[config.mk]
export PLATFORM = sky130hd
export DESIGN_NAME = uart_rx_frame
export DESIGN_NICKNAME = d
export VERILOG_FILES = /design/src/rtl/uart_rx_frame.sv
export SDC_FILE = /design/constraint.sdc
export NUM_CORES = 1
export LEC_CHECK = 0
export ABC_AREA = 0
export BUFFER_PORTS_ARGS = -buffer_cell sky130_fd_sc_hd__buf_4
export CAP_MARGIN = 15
export CORE_MARGIN = 2
export CORE_UTILIZATION = 50
export DETAILED_ROUTE_END_ITERATION = 8
export PLACE_DENSITY = 0.71
export SLEW_MARGIN = 20
export SYNTH_ARGS = -nofsm -noshare
export SYNTH_HDL_FRONTEND = slang
export SYNTH_SLANG_ARGS = --single-unit
export TNS_END_PERCENT = 10
[constraint.sdc]
create_clock -name clk -period 4.4 [get_ports clk]
set_clock_uncertainty 0.2 [all_clocks]
set_input_delay 0.22 -clock clk [delete_from_list [all_inputs] [get_ports clk]]
set_output_delay 0.22 -clock clk [all_outputs]
set_load 0.03 [all_outputs]
[src/rtl/uart_rx_frame.sv]
// rtl/uart_rx_frame.sv - sync/payload/checksum frame decoder behind the UART receiver
// Optional inter-byte timeout: define UART_RX_FRAME_TIMEOUT_EN to build it.
module uart_rx_frame #(
  parameter int         PAYLOAD_BYTES  = 4,
  parameter logic [7:0] SYNC           = 8'hA5,
  parameter int         TIMEOUT_CYCLES = 2000000,
  parameter int         TO_BIT         = 21
) (
  input  logic                       clk,
  input  logic                       reset,
  input  logic                       rx_done_tick,
  input  logic [7:0]                 rx_data,
  output logic                       frame_valid,
  output logic [8*PAYLOAD_BYTES-1:0] frame_data,
  output logic                       err_checksum,
  output logic                       err_timeout,
  output logic [7:0]                 err_count,
  output logic                       busy
);

  localparam int IDX_W = $clog2(PAYLOAD_BYTES + 1);
  localparam logic [IDX_W-1:0] LAST_IDX = IDX_W'(PAYLOAD_BYTES - 1);

  typedef enum logic [1:0] {
    ST_IDLE    = 2'd0,
    ST_PAYLOAD = 2'd1,
    ST_CHECK   = 2'd2
  } state_t;

  state_t                     state;
  state_t                     state_next;
  logic [IDX_W-1:0]           idx;
  logic [7:0]                 sum;
  logic [8*PAYLOAD_BYTES-1:0] staging;
  logic                       expired;
  logic                       do_accept;
  logic                       do_reject;
  logic                       do_timeout;

`ifdef UART_RX_FRAME_TIMEOUT_EN
  localparam logic [TO_BIT-1:0] TO_LAST = TO_BIT'(TIMEOUT_CYCLES - 1);

  logic [TO_BIT-1:0] to_cnt;

  // A byte arriving in the expiry cycle wins, so expiry requires no tick.
  assign expired = (state != ST_IDLE) && !rx_done_tick && (to_cnt == TO_LAST);

  // Inter-byte idle counter: counts only while a frame is open, cleared by every byte.
  always_ff @(posedge clk or negedge reset) begin
    if (!reset) begin
      to_cnt <= '0;
    end else if (rx_done_tick || state_next == ST_IDLE) begin
      to_cnt <= '0;
    end else begin
      to_cnt <= to_cnt + 1'b1;
    end
  end
`else
  // Without the timeout a stalled frame simply waits for its remaining bytes.
  assign expired = 1'b0;
`endif

  // State register.
  always_ff @(posedge clk or negedge reset) begin
    if (!reset) begin
      state <= ST_IDLE;
    end else begin
      state <= state_next;
    end
  end

  // Next-state logic; SYNC is only special in IDLE, inside a frame it is plain data.
  always_comb begin
    state_next = state;
    case (state)
      ST_IDLE: begin
        if (rx_done_tick && rx_data == SYNC) state_next = ST_PAYLOAD;
      end
      ST_PAYLOAD: begin
        if (expired)                              state_next = ST_IDLE;
        else if (rx_done_tick && idx == LAST_IDX) state_next = ST_CHECK;
      end
      ST_CHECK: begin
        if (expired || rx_done_tick) state_next = ST_IDLE;
      end
      default: state_next = ST_IDLE;
    endcase
  end

  // Frame outcome decode, registered into the pulse outputs below.
  always_comb begin
    do_accept  = 1'b0;
    do_reject  = 1'b0;
    do_timeout = expired;
    if (state == ST_CHECK && rx_done_tick) begin
      do_accept = (rx_data == sum);
      do_reject = (rx_data != sum);
    end
  end

  // Staging datapath: payload bytes land by slot and the running sum wraps at 8 bits.
  always_ff @(posedge clk or negedge reset) begin
    if (!reset) begin
      idx     <= '0;
      sum     <= '0;
      staging <= '0;
    end else if (rx_done_tick) begin
      if (state == ST_IDLE && rx_data == SYNC) begin
        idx <= '0;
        sum <= '0;
      end else if (state == ST_PAYLOAD) begin
        for (int i = 0; i < PAYLOAD_BYTES; i++) begin
          if (idx == IDX_W'(i)) staging[i*8 +: 8] <= rx_data;
        end
        sum <= sum + rx_data;
        idx <= idx + 1'b1;
      end
    end
  end

  // Registered outputs; frame_data is only touched by an accepted frame.
  always_ff @(posedge clk or negedge reset) begin
    if (!reset) begin
      frame_valid  <= 1'b0;
      frame_data   <= '0;
      err_checksum <= 1'b0;
      err_timeout  <= 1'b0;
      err_count    <= '0;
      busy         <= 1'b0;
    end else begin
      frame_valid  <= do_accept;
      err_checksum <= do_reject;
      err_timeout  <= do_timeout;
      busy         <= (state_next != ST_IDLE);
      if (do_accept) frame_data <= staging;
      if ((do_reject || do_timeout) && err_count != 8'hFF) err_count <= err_count + 1'b1;
    end
  end

endmodule

# Word level (Yosys, flattened, before mapping)
# Cells that the tools add are included.
# classes
addsub	3
n_eq_ne	9
mux	10
n_bitwise	1
n_reduce_logical	14
# ops
operator	count
2-to-1 mux 8 bit	2
AND reduction 4 bit	4
adder 8 x 1 -> 8 bit, second input constant	1
adder 8 bit	1
equality test 8 bit	1
equality test 8 bit, second input constant	1
!= test 8 bit	1
!= test 8 bit, second input constant	1
equality test 3 x 2 -> 1 bit, second input constant	2
2-to-1 mux 2 bit	3
2-to-1 mux 3 bit	2
one-hot mux 2 bit (3 select lines)	1
logical AND 1 bit	5
nonzero test 2 bit	2
adder 3 x 1 -> 3 bit, second input constant	1
equality test 3 x 1 -> 1 bit, second input constant	1
logical NOT 3 bit	1
equality test 2 x 1 -> 1 bit, second input constant	1
equality test 2 bit, second input constant	1
logical NOT 2 bit	1
2-to-1 mux 1 bit	2
AND reduction 2 bit	1
inverter 1 bit	1
# totals
ff_bits	88

# Logic depth before layout (Yosys ltp)
# Gate-level depths: netlist of the first run.
# logic_depth
depth_word	5
mapped_depth	7
depth_no_buf	7

# Worst setup path after synthesis of the first run
# No wires, ideal clock.
# synth_timing
kind	reg2reg
start	register sum[0]
end	register sum[6]
setup_time_ns	0.083
arrival_time_ns	1.736
required_ns	4.117
setup_slack_ns	2.381
path_stages_with_launch	8
n_path_buf	0
synth_period_minus_slack_ns	2.019
cell_sequence	dfrtp_1 -> ha_1 -> fa_1 -> a21o_1 -> a21o_1 -> a211oi_1 -> a41oi_1 -> o21ai_0
# synth_via
elab_chain_len	3
# synth_rtl
item	line	text
from (decl)	33	logic [7:0] sum;
from (signal assigned)	115	sum <= sum + rx_data;
adder 8 bit	115	
2-to-1 mux 8 bit	111	end else if (state == ST_PAYLOAD) begin
2-to-1 mux 8 bit	108	if (state == ST_IDLE && rx_data == SYNC) begin
# Every way passes these cells. The select of a mux whose other input is x is not followed.
# A chain may end at the register's enable or synchronous reset.

# Worst setup path after layout of the first run
# layout_timing
start	input port rx_data[2]
end	register frame_data[8]
# layout_via
elab_chain_len	2
# layout_rtl
item	line	text
from (decl)	12	input logic [7:0] rx_data,
equality test 8 bit	96	do_accept = (rx_data == sum);
2-to-1 mux 1 bit	95	if (state == ST_CHECK && rx_done_tick) begin
to (signal assigned)	135	if (do_accept) frame_data <= staging;
to (decl)	14	output logic [8*PAYLOAD_BYTES-1:0] frame_data,
# Every way passes these cells.

==> results of run 1 <==
## final timing paths
kind	cells past startpoint	startpoint	end	slack [ns]
max in group asynchronous	2	reset	sum[1]	3.19
min	2	staging[1]	frame_data[1]	0.27
max reg2reg	7	sum[2]	frame_data[8]	1.94
max	9	rx_data[2]	frame_data[8]	1.75
min in group asynchronous	2	reset	frame_data[0]	0.29
min reg2reg	2	staging[1]	frame_data[1]	0.27
## cell type report
class,count,area share (%)
clock inverter,4,0.636
tap,99,2.74
sequential,88,48.6
timing repair buffer,64,11.2
inverter,5,0.415
multi-input combinational,230,33.1
clock buffer,12,3.21
## kinds of logic (layout without fill, tap and decap cells)
group | Yosys count | in the layout | share of synthesized area [%]
other cells | 1 | 1 | 0.0996
fa+ha+maj | 14 | 14 | 4.85
mux | 33 | 33 | 9.87
xor+xnor | 11 | 11 | 2.56
flops | 88 | 88 | 58.5
buf+inv | 14 | 85 | 1.69
simple gates | 136 | 136 | 15.9
compound gates | 35 | 35 | 6.55
## where the power goes
| part | switching (mW) | internal [mW] | total (mW) | leakage (nW) |
|---|---|---|---|---|
| registers | 0.0753 | 0.925 | 1.00 | 1.20 |
| clock network | 0.278 | 0.222 | 0.500 | 0.0830 |
| logic | 0.207 | 0.202 | 0.409 | 1.12 |
## stage by stage
step	cells	worst slack [ns]	hold slack (ns)
2_1_floorplan	332	2.38	-0.276
3_3_place_gp	476	1.98	0.241
3_5_place_dp	476	1.95	0.247
4_1_cts	502	1.77	0.270
5_1_grt	502	1.52	0.297
6_report	502	1.75	0.270
## sequential cells by signal, summed over array words and instances, names as in the netlist
register      cells
staging          32
busy              1
err_count         8
idx               3
sum               8
err_checksum      1
state             2
frame_valid       1
frame_data       32
## critical path, stage by stage
cell           delay [ns]
dlygate4sd3_1        0.53
buf_4                0.16
ha_1                 0.36
nor4_2               0.38
nand4b_1             0.13
buf_4                0.25
inv_2                0.45
nand2_1              0.14
nand2_1              0.08
## layer usage
| metal | up-vias | global-route usage [%] | part of all wire, % |
|---|---|---|---|
| met3 | 12 | 3.92 | 3.3 |
| met4 | 0 | 7.32 | 1.7 |
| met5 | - | 0 | 0 |
| met1 | 1311 | 26.7 | 48 |
| met2 | 46 | 30.9 | 47 |
| li1 | 1252 | - | - |
## placed cells by master, fill, tap and decap left out, types with 2 or more instances in the layout
cell type      Yosys  final
dlygate4sd3_1      0     10
a22o_1             3      3
nand2_1          108    108
nand4_1            4      4
clkbuf_8           0     10
nor3_1             2      2
xor2_1             2      2
ha_1              13     13
dfrtp_1           88     88
mux2_2            31     31
and3_1             4      4
nand4bb_1          2      2
buf_4              2     53
clkinvlp_4         0      2
a211oi_1           2      2
mux2_1             2      2
and2_1             2      2
xnor2_1            9      9
o21ai_1            3      3
a21o_1             3      3
a21oi_1            4      4
nand2_2            3      3
o21bai_1           2      2
clkbuf_1           4      2
o21ai_0           10     10
inv_1              4      4
==> flow_metrics.env, run 1 <==
export IMPL_fin_crit_sh_pct=60.3
export IMPL_max_freq_ghz=0.377
export IMPL_startpoint_type="primary input"
export IMPL_synth_area_top_cells="dfrtp_1 (58%), nand2_1 (11%), mux2_2 (9.3%), ha_1 (4.3%), xnor2_1 (2.1%)"
export IMPL_via_per_inst=5.22
export IMPL_power_density_nw_per_um2=422
export IMPL_die_height_um=90.8
export IMPL_tightest_slew_ns=0.846
export IMPL_yosysSeqAreaShare_pct=58.5
export IMPL_fill_cells=595
export IMPL_hold_violations=0
export IMPL_synthMostInstantiatedCell="nand2_1"
export IMPL_grt_usage_pct=19.5
export IMPL_syn_nets=357
export IMPL_synth_main_ff_cell="dfrtp_1"
export IMPL_routedWlPerCell_um=14.9
export IMPL_place_congestion=0.816
export IMPL_portBuffers=53
export IMPL_worstSetupPathType="in -> reg"
export IMPL_totalPowerFinal_mw=1.91
export IMPL_cts_tree="built"
export IMPL_core_area_sq_um=7250
export IMPL_power_leakage_nw=2.41
export IMPL_setup_viol=0
export IMPL_final_setup_tns_ns=0
export IMPL_cts_num_sinks=88
export IMPL_fin_crit_ns=2.65
export IMPL_drc=0
export IMPL_row_count=31
export IMPL_post_cts_buffers=0
export IMPL_cts_root_buf="clkbuf_8"
export IMPL_first_pass_iters=4
export IMPL_synth_seq_cells=88
export IMPL_drive_above_1_share_pct=27.0
export IMPL_wl_um=7500
export IMPL_drv_slew=0
export IMPL_end_kind="flop"
export IMPL_ir_drop_mv=0.246
export IMPL_final_area_sq_um=4530
export IMPL_area_delta_synth_final_pct=20.2
export IMPL_multi_input_area_sq_um=1500
export IMPL_grt_max_degree=89
export IMPL_post_cts_resized=0
export IMPL_cts_buffer_depth=2
export IMPL_n_antenna_cell=0
export IMPL_synth_top_area_cell="dfrtp_1"
export IMPL_synthDistinctLibCells=47
export IMPL_htree_num_levels=3
export IMPL_ctsHoldBuffers=10
export IMPL_synth_commonest_cells="nand2_1 (108), dfrtp_1 (88), mux2_2 (31)"
export IMPL_crit_fanout=33
export IMPL_final_core_util_pct=62.4
export IMPL_avgSynthCellArea_sq_um=11.3
export IMPL_io_pins=55
export IMPL_die_x_um=90.8
export IMPL_grt_pass1_vias=2555
export IMPL_crit_arrival_ns=2.75
export IMPL_rsz0062_at_grt="no"
export IMPL_synth_edf_count=0
export IMPL_regArea_sq_um=2200
export IMPL_initial_utilization_pct=51.9
export IMPL_cts_reportedPaths_clkPinSlew_ns=0.08
export IMPL_status="finished clean"
export IMPL_async_flop_share_pct=100
export IMPL_numCtsBuffers=9
export IMPL_drv_cap=0
export IMPL_hold_path_class="reg -> reg"
export IMPL_grt_first_pass_wirelength_um=12600
export IMPL_netlist_area_sq_um=3760
export IMPL_dieArea_sq_um=8240
export IMPL_synth_top_area_share_pct=58.5
export IMPL_cp_required_ns=4.49
export IMPL_num_vias=2621
export IMPL_antenna_found_initial=0
export IMPL_clk_latency_ns=0.35
export IMPL_synth_warnings=0
export IMPL_hpwl_um=4950
export IMPL_dpl_cell_area_sq_um=4250
export IMPL_layout_nets=423
export IMPL_max_slew_margin_pct=43.2
export IMPL_first_iter_violations=119
export IMPL_postRouteAntennaNets=0
export IMPL_syn_inst=332
export IMPL_overflow=0
No activity file was read; power rests on OpenSTA's default activity.
==> run 2: changes to the inputs <==
--- a/config.mk
+++ b/config.mk
@@ -5,13 +5,13 @@
 export SDC_FILE = /design/constraint.sdc
 export NUM_CORES = 1
 export LEC_CHECK = 0
-export ABC_AREA = 0
+export ABC_AREA = 1
 export BUFFER_PORTS_ARGS = -buffer_cell sky130_fd_sc_hd__buf_4
 export CAP_MARGIN = 15
 export CORE_MARGIN = 2
 export CORE_UTILIZATION = 50
 export DETAILED_ROUTE_END_ITERATION = 8
-export PLACE_DENSITY = 0.71
+export PLACE_DENSITY = 0.73
 export SLEW_MARGIN = 20
 export SYNTH_ARGS = -nofsm -noshare
 export SYNTH_HDL_FRONTEND = slang
==> constraint.sdc (replaced) <==
create_clock -name clk -period 2.4 [get_ports clk]
set_clock_uncertainty 0.2 [all_clocks]
set_input_delay 0.12 -clock clk [delete_from_list [all_inputs] [get_ports clk]]
set_output_delay 0.12 -clock clk [all_outputs]
set_load 0.03 [all_outputs]
==> run 2 against run 1 <==
Effect of this change:
- global-route usage is 1.8 points higher
- hold slack worse by 0.14 ns
- combinational power is 17% lower
- sequential power is 56% higher
- largest cell class unchanged
- highest routed layer unchanged
- via count is 31% higher
==> flow_metrics.env, run 2 <==
export IMPL_status="finished clean"
export IMPL_initial_utilization_pct=51.3
export IMPL_synth_seq_cells=88
export IMPL_antenna_found_initial=0
export IMPL_n_antenna_cell=0
export IMPL_cp_cell_sequence="dlygate4sd3_1 > buf_4 > ha_1 > nor3_1 > and2_1 > nand3_2 > buf_4 > o21ai_0"
export IMPL_routedWlPerCell_um=13.3
export IMPL_slowest_stage="dlygate4sd3_1"
export IMPL_slowest_delay_ns=0.53
export IMPL_row_count=33
export IMPL_place_congestion=0.842
export IMPL_sequentialPowerShare_pct=52.2
export IMPL_final_cell_mix="nand2_1 (210), dfrtp_1 (88), buf_4 (57), inv_1 (34), nand4_1 (33)"
export IMPL_critPathTopFamily="buffers and inverters"
export IMPL_die_x_um=95.4
export IMPL_top_regs="frame_data (32), staging (32)"
export IMPL_max_slew_margin_pct=55.5
export IMPL_core_area_sq_um=8130
export IMPL_grt_max_degree=51
export IMPL_dieArea_sq_um=9090
export IMPL_synthMostInstantiatedCell="nand2_1"
export IMPL_ir_drop_mv=0.479
export IMPL_end_kind="flop"
export IMPL_syn_inst=491
export IMPL_postRouteAntennaNets=0
export IMPL_multi_input_area_sq_um=1730
export IMPL_setup_viol=0
export IMPL_hold_violations=0
export IMPL_synth_top_area_cell="dfrtp_1"
export IMPL_wl_um=8850
export IMPL_grt_first_pass_wirelength_um=14800
export IMPL_hpwl_um=6140
export IMPL_fin_crit_sh_pct=91.5
export IMPL_final_common_cell="nand2_1"
export IMPL_critPathBufInv=3
export IMPL_htree_num_levels=3
export IMPL_crit_fanout=40
export IMPL_synth_commonest_cells="nand2_1 (210), dfrtp_1 (88), inv_1 (34)"
export IMPL_final_setup_tns_ns=0
export IMPL_portBuffers=53
export IMPL_cts_tree="built"
export IMPL_layout_nets=579
export IMPL_r2r_setup_slack_ns=0.32
export IMPL_startpoint_type="primary input"
export IMPL_grt_pass1_vias=3230
export IMPL_power_leakage_nw=2.80
export IMPL_drive_above_1_share_pct=16.6
export IMPL_drc=0
export IMPL_crit_arrival_ns=2.26
export IMPL_netSwitchingFraction_pct=26.6
export IMPL_io_pins=55
export IMPL_regArea_sq_um=2200
export IMPL_power_density_nw_per_um2=600
export IMPL_async_flop_share_pct=100
export IMPL_synth_main_ff_cell="dfrtp_1"
export IMPL_numCtsBuffers=9
export IMPL_worstSetupPathType="in -> reg"
export IMPL_grt_usage_pct=21.3
export IMPL_max_freq_ghz=0.456
export IMPL_drv_cap=0
export IMPL_yosysSeqAreaShare_pct=52.8
export IMPL_overflow=0
export IMPL_synth_top_area_share_pct=52.8
export IMPL_synthDistinctLibCells=30
export IMPL_dpl_cell_area_sq_um=4650
export IMPL_clk_latency_ns=0.36
export IMPL_area_delta_synth_final_pct=19.1
export IMPL_synth_warnings=0
export IMPL_drv_slew=0
export IMPL_cts_reportedPaths_clkPinSlew_ns=0.09
export IMPL_num_vias=3424
export IMPL_fill_cells=717
export IMPL_internal_power_mw=2.19
export IMPL_first_pass_iters=4
export IMPL_tightest_slew_ns=0.667
export IMPL_fin_crit_ns=2.19
export IMPL_die_height_um=95.4
export IMPL_cts_num_sinks=88
export IMPL_p_sw_mw=0.794
export IMPL_synth_edf_count=0
export IMPL_cp_required_ns=2.46
export IMPL_p_clk_share_pct=36.5
export IMPL_rsz0062_at_grt="no"
export IMPL_syn_nets=516
export IMPL_synth_area_top_cells="dfrtp_1 (53%), nand2_1 (19%), nand4_1 (4.9%), ha_1 (3.9%), nand3_1 (3.4%)"
export IMPL_via_per_inst=5.16
export IMPL_cts_buffer_depth=2
export IMPL_hold_path_class="in -> async"
export IMPL_first_iter_violations=195
export IMPL_final_area_sq_um=4970
export IMPL_cts_root_buf="clkbuf_8"
export IMPL_netlist_area_sq_um=4170
export IMPL_combPwrFrac_pct=11.3
export IMPL_path_common_cell="buf_4"
export IMPL_avgSynthCellArea_sq_um=8.50
export IMPL_post_cts_buffers=0
run 2: cell count changes after synthesis, sizes merged, moves of 3 or more:
cell,previous run,this run
and3,4,0
buf,4,16
o21ai,13,21
mux2,33,0
nand2,111,210
nand4,4,34
inv,5,37
a22o,3,0
xnor2,9,4
clkbuf,5,0
a211oi,3,0
nor2,2,19
nand3,1,33
a21o,3,0
run 2: power groups by stage:
stage	clock [mW]	sequential, mW	combinational [mW]
after floorplan	0	1.62	0.150
after global placement	0	1.58	0.315
after detailed placement	0	1.58	0.326
after CTS	1.11	1.56	0.339
after global routing	1.18	1.56	0.374
final	1.09	1.56	0.338
run 2: repair_timing:
action,CTS,global route
gates resized for setup,0,0
endpoints found under the setup margin,0,0
hold buffers,10,0
endpoints found under the hold margin,79,0
run 2: layout make-up:
cell class | count | share of cell area, %
repair buffers | 68 | 11.0
clock buffers | 11 | 3.05
multi-input cells | 350 | 34.9
well taps | 105 | 2.64
inverters | 37 | 2.80
flip-flops and latches | 88 | 44.3
clock inverters | 5 | 1.26
run 2: worst paths after layout:
path,depth (start not counted),endpoint,startpoint
worst min register to register,2,staging[18],staging[18]
worst min-delay path,2,frame_data[17],reset
worst max register to register,6,frame_data[31],sum[3]
max in group asynchronous,3,frame_data[11],reset
min in group clk,2,staging[18],staging[18]
worst max-delay path,8,frame_data[31],rx_data[6]
run 2: metrics by stage:
stage	setup WS, ns	hold slack (ns)	std cells	power [mW]	util, %
after detailed placement	0.318	-0.00314	638	1.91	57.2
after global routing	0.00433	0.192	664	3.11	61.1
after CTS	0.207	0.143	664	3.00	61.1
final	0.205	0.131	664	2.98	61.1
after floorplan	0.589	-0.376	491	1.77	-
after global placement	0.401	-0.00959	638	1.90	57.2
run 2: metal layers:
layer	up-vias	GRT usage, %	part of all wire [%]
met2	73	34.3	49
li1	1707	-	-
met4	0	9.78	1.4
met3	13	3.32	4.0
met5	-	0	0
met1	1631	28.3	46
run 2: logic make-up (layout without fill, tap and decap cells):
| kind of cell | count (synthesis) | after routing | share of synthesized area (%) |
|---|---|---|---|
| buffers and inverters | 53 | 121 | 5.67 |
| AND/OR/NAND/NOR | 305 | 305 | 32.9 |
| AO/OA/AOI/OAI | 25 | 25 | 3.00 |
| XOR/XNOR | 5 | 5 | 1.23 |
| other | 1 | 1 | 0.0899 |
| adder cells (fa/ha/maj) | 14 | 14 | 4.38 |
| flip-flops | 88 | 88 | 52.8 |
==> run 3: changes to the inputs <==
--- a/config.mk
+++ b/config.mk
@@ -8,10 +8,8 @@
 export ABC_AREA = 1
 export BUFFER_PORTS_ARGS = -buffer_cell sky130_fd_sc_hd__buf_4
 export CAP_MARGIN = 15
-export CORE_MARGIN = 2
-export CORE_UTILIZATION = 50
+export CORE_UTILIZATION = 38
 export DETAILED_ROUTE_END_ITERATION = 8
-export PLACE_DENSITY = 0.73
 export SLEW_MARGIN = 20
 export SYNTH_ARGS = -nofsm -noshare
 export SYNTH_HDL_FRONTEND = slang
==> run 3 against run 2 <==
Effect of this change:
- routed wire length up 0.61%
- clock power down 6%
- die area up 25%
- utilization down 13 points
- via count down 2.8%
- global-route usage down 3.9 points
- hold slack worse by 0.041 ns
- design area up 0.45%
- register-to-register slack worse by 0.03 ns
- critical path depth up 1
- total power down 2.2%
- combinational power down 2%
- critical path type unchanged
==> flow_metrics.env, run 3 (synthesis gave the netlist of run 2 again) <==
export IMPL_dpl_cell_area_sq_um=4690
export IMPL_grt_pass1_vias=3285
export IMPL_hpwl_um=6100
export IMPL_crit_fanout=40
export IMPL_area_delta_synth_final_pct=19.6
export IMPL_place_congestion=0.839
export IMPL_antenna_found_initial=0
export IMPL_setup_viol=0
export IMPL_portBuffers=53
export IMPL_drt_met1_wl_um=4280
export IMPL_critPathTopFamily="buffers and inverters"
export IMPL_end_kind="flop"
export IMPL_numCtsBuffers=9
export IMPL_grt_max_degree=46
export IMPL_io_pins=55
export IMPL_first_pass_iters=4
export IMPL_via_per_inst=4.79
export IMPL_drc=0
export IMPL_max_slew_margin_pct=61.3
export IMPL_drive_above_1_share_pct=16.5
export IMPL_num_vias=3328
export IMPL_drv_slew=0
export IMPL_cts_buffer_depth=2
export IMPL_first_iter_violations=169
export IMPL_drv_cap=0
export IMPL_wl_um=8900
export IMPL_overflow=0
export IMPL_routedWlPerCell_um=12.8
export IMPL_final_common_cell="nand2_1"
export IMPL_met2_length_um=4140
export IMPL_power_density_nw_per_um2=584
export IMPL_fin_crit_sh_pct=92.7
export IMPL_startpoint_type="primary input"
export IMPL_layout_setup_ws_ns=0.175
export IMPL_fin_crit_ns=2.22
export IMPL_fin_cells=695
export IMPL_top_layer_used="met4"
export IMPL_cts_tree="built"
export IMPL_status="finished clean"
export IMPL_initial_utilization_pct=39.9
export IMPL_dp_slack_ns=0.267
export IMPL_slowest_delay_ns=0.53
export IMPL_rsz0062_at_grt="no"
export IMPL_post_cts_buffers=0
export IMPL_tightest_slew_ns=0.580
export IMPL_worstSetupPathType="in -> reg"
export IMPL_core_area_sq_um=10500
export IMPL_n_antenna_cell=0
export IMPL_die_x_um=107
export IMPL_cts_reportedPaths_clkPinSlew_ns=0.09
export IMPL_cp_cell_sequence="dlygate4sd3_1 > buf_4 > ha_1 > nor3_1 > and2_1 > nand3_2 > buf_4 > nand2_1 > o21ai_0"
export IMPL_place_inst=669
export IMPL_final_core_util_pct=47.7
export IMPL_final_setup_tns_ns=0
export IMPL_totalPowerFinal_mw=2.91
export IMPL_wl_met3_um=387
export IMPL_top_regs="frame_data (32), staging (32)"
export IMPL_power_leakage_nw=2.78
export IMPL_row_count=37
export IMPL_hold_path_class="in -> async"
export IMPL_layout_nets=579
export IMPL_path_common_cell="buf_4"
export IMPL_crit_arrival_ns=2.25
export IMPL_cp_required_ns=2.42
export IMPL_worst_hold_slack_ns=0.0900
export IMPL_slowest_stage="dlygate4sd3_1"
export IMPL_htree_num_levels=3
export IMPL_ir_drop_mv=0.346
export IMPL_max_freq_ghz=0.449
export IMPL_clk_latency_ns=0.35
export IMPL_fill_cells=1058
export IMPL_grt_usage_pct=17.4
export IMPL_postRouteAntennaNets=0
export IMPL_grt_first_pass_wirelength_um=15700
export IMPL_dieArea_sq_um=11400
export IMPL_hold_violations=0
export IMPL_cts_root_buf="clkbuf_8"
export IMPL_die_height_um=107
export IMPL_final_cell_mix="nand2_1 (210), dfrtp_1 (88), buf_4 (57), inv_1 (34), nand4_1 (33)"
export IMPL_critPathBufInv=3
export IMPL_final_area_sq_um=4990
export IMPL_cts_num_sinks=88
run 3: cell count changes in the layout (fill, tap and decap cells not counted):
cell / delta
inv_6: -1
clkbuf_1: +1
clkinvlp_4: +2
clkbuf_8: -2
clkinv_2: +1
inv_2: -1
run 3: timing repair:
item / 4_1_cts / 5_1_grt
endpoints found under the setup margin: 0 / 10
endpoints found under the hold margin: 78 / 0
hold buffers: 10 / 0
gates resized for setup: 0 / 1
run 3: worst register-to-register path, delay by kind of cell, from the launching register on:
family,cells,cell delay (ns)
simple gates,4,0.70
flops,1,0.39
fa+ha+maj,1,0.33
buf+inv,1,0.28
compound gates,1,0.08
run 3: worst paths after layout:
kind,from,to,slack (ns),cells after the start
max reg2reg,sum[3],frame_data[27],0.29,7
max in group asynchronous,reset,idx[2],1.26,3
min,reset,frame_data[22],0.09,2
max,rx_data[3],frame_data[27],0.18,9
min reg2reg,staging[23],frame_data[23],0.27,2
min in group clk,staging[23],frame_data[23],0.27,2
run 3: cell type report:
cell class	instances	area [sq um]	area share, %
clock buffer	10	128	2.56
tap	136	170	3.41
sequential	88	2200	44.1
timing repair buffer	68	548	11.0
multi-input combinational	350	1730	34.7
inverter	37	140	2.81
clock inverter	6	68.8	1.38
run 3: power by group:
group | internal (mW) | switching, mW | leakage [nW] | total, mW
Clock | 0.485 | 0.540 | 0.0851 | 1.02
Combinational | 0.120 | 0.211 | 1.52 | 0.331
Sequential | 1.52 | 0.0393 | 1.17 | 1.56
run 3: metal layers:
metal  vias up  GRT usage, %
li1       1703             -
met1      1553          23.4
met2        64          28.1
met3         8          4.01
met4         0          5.09
met5         -             0
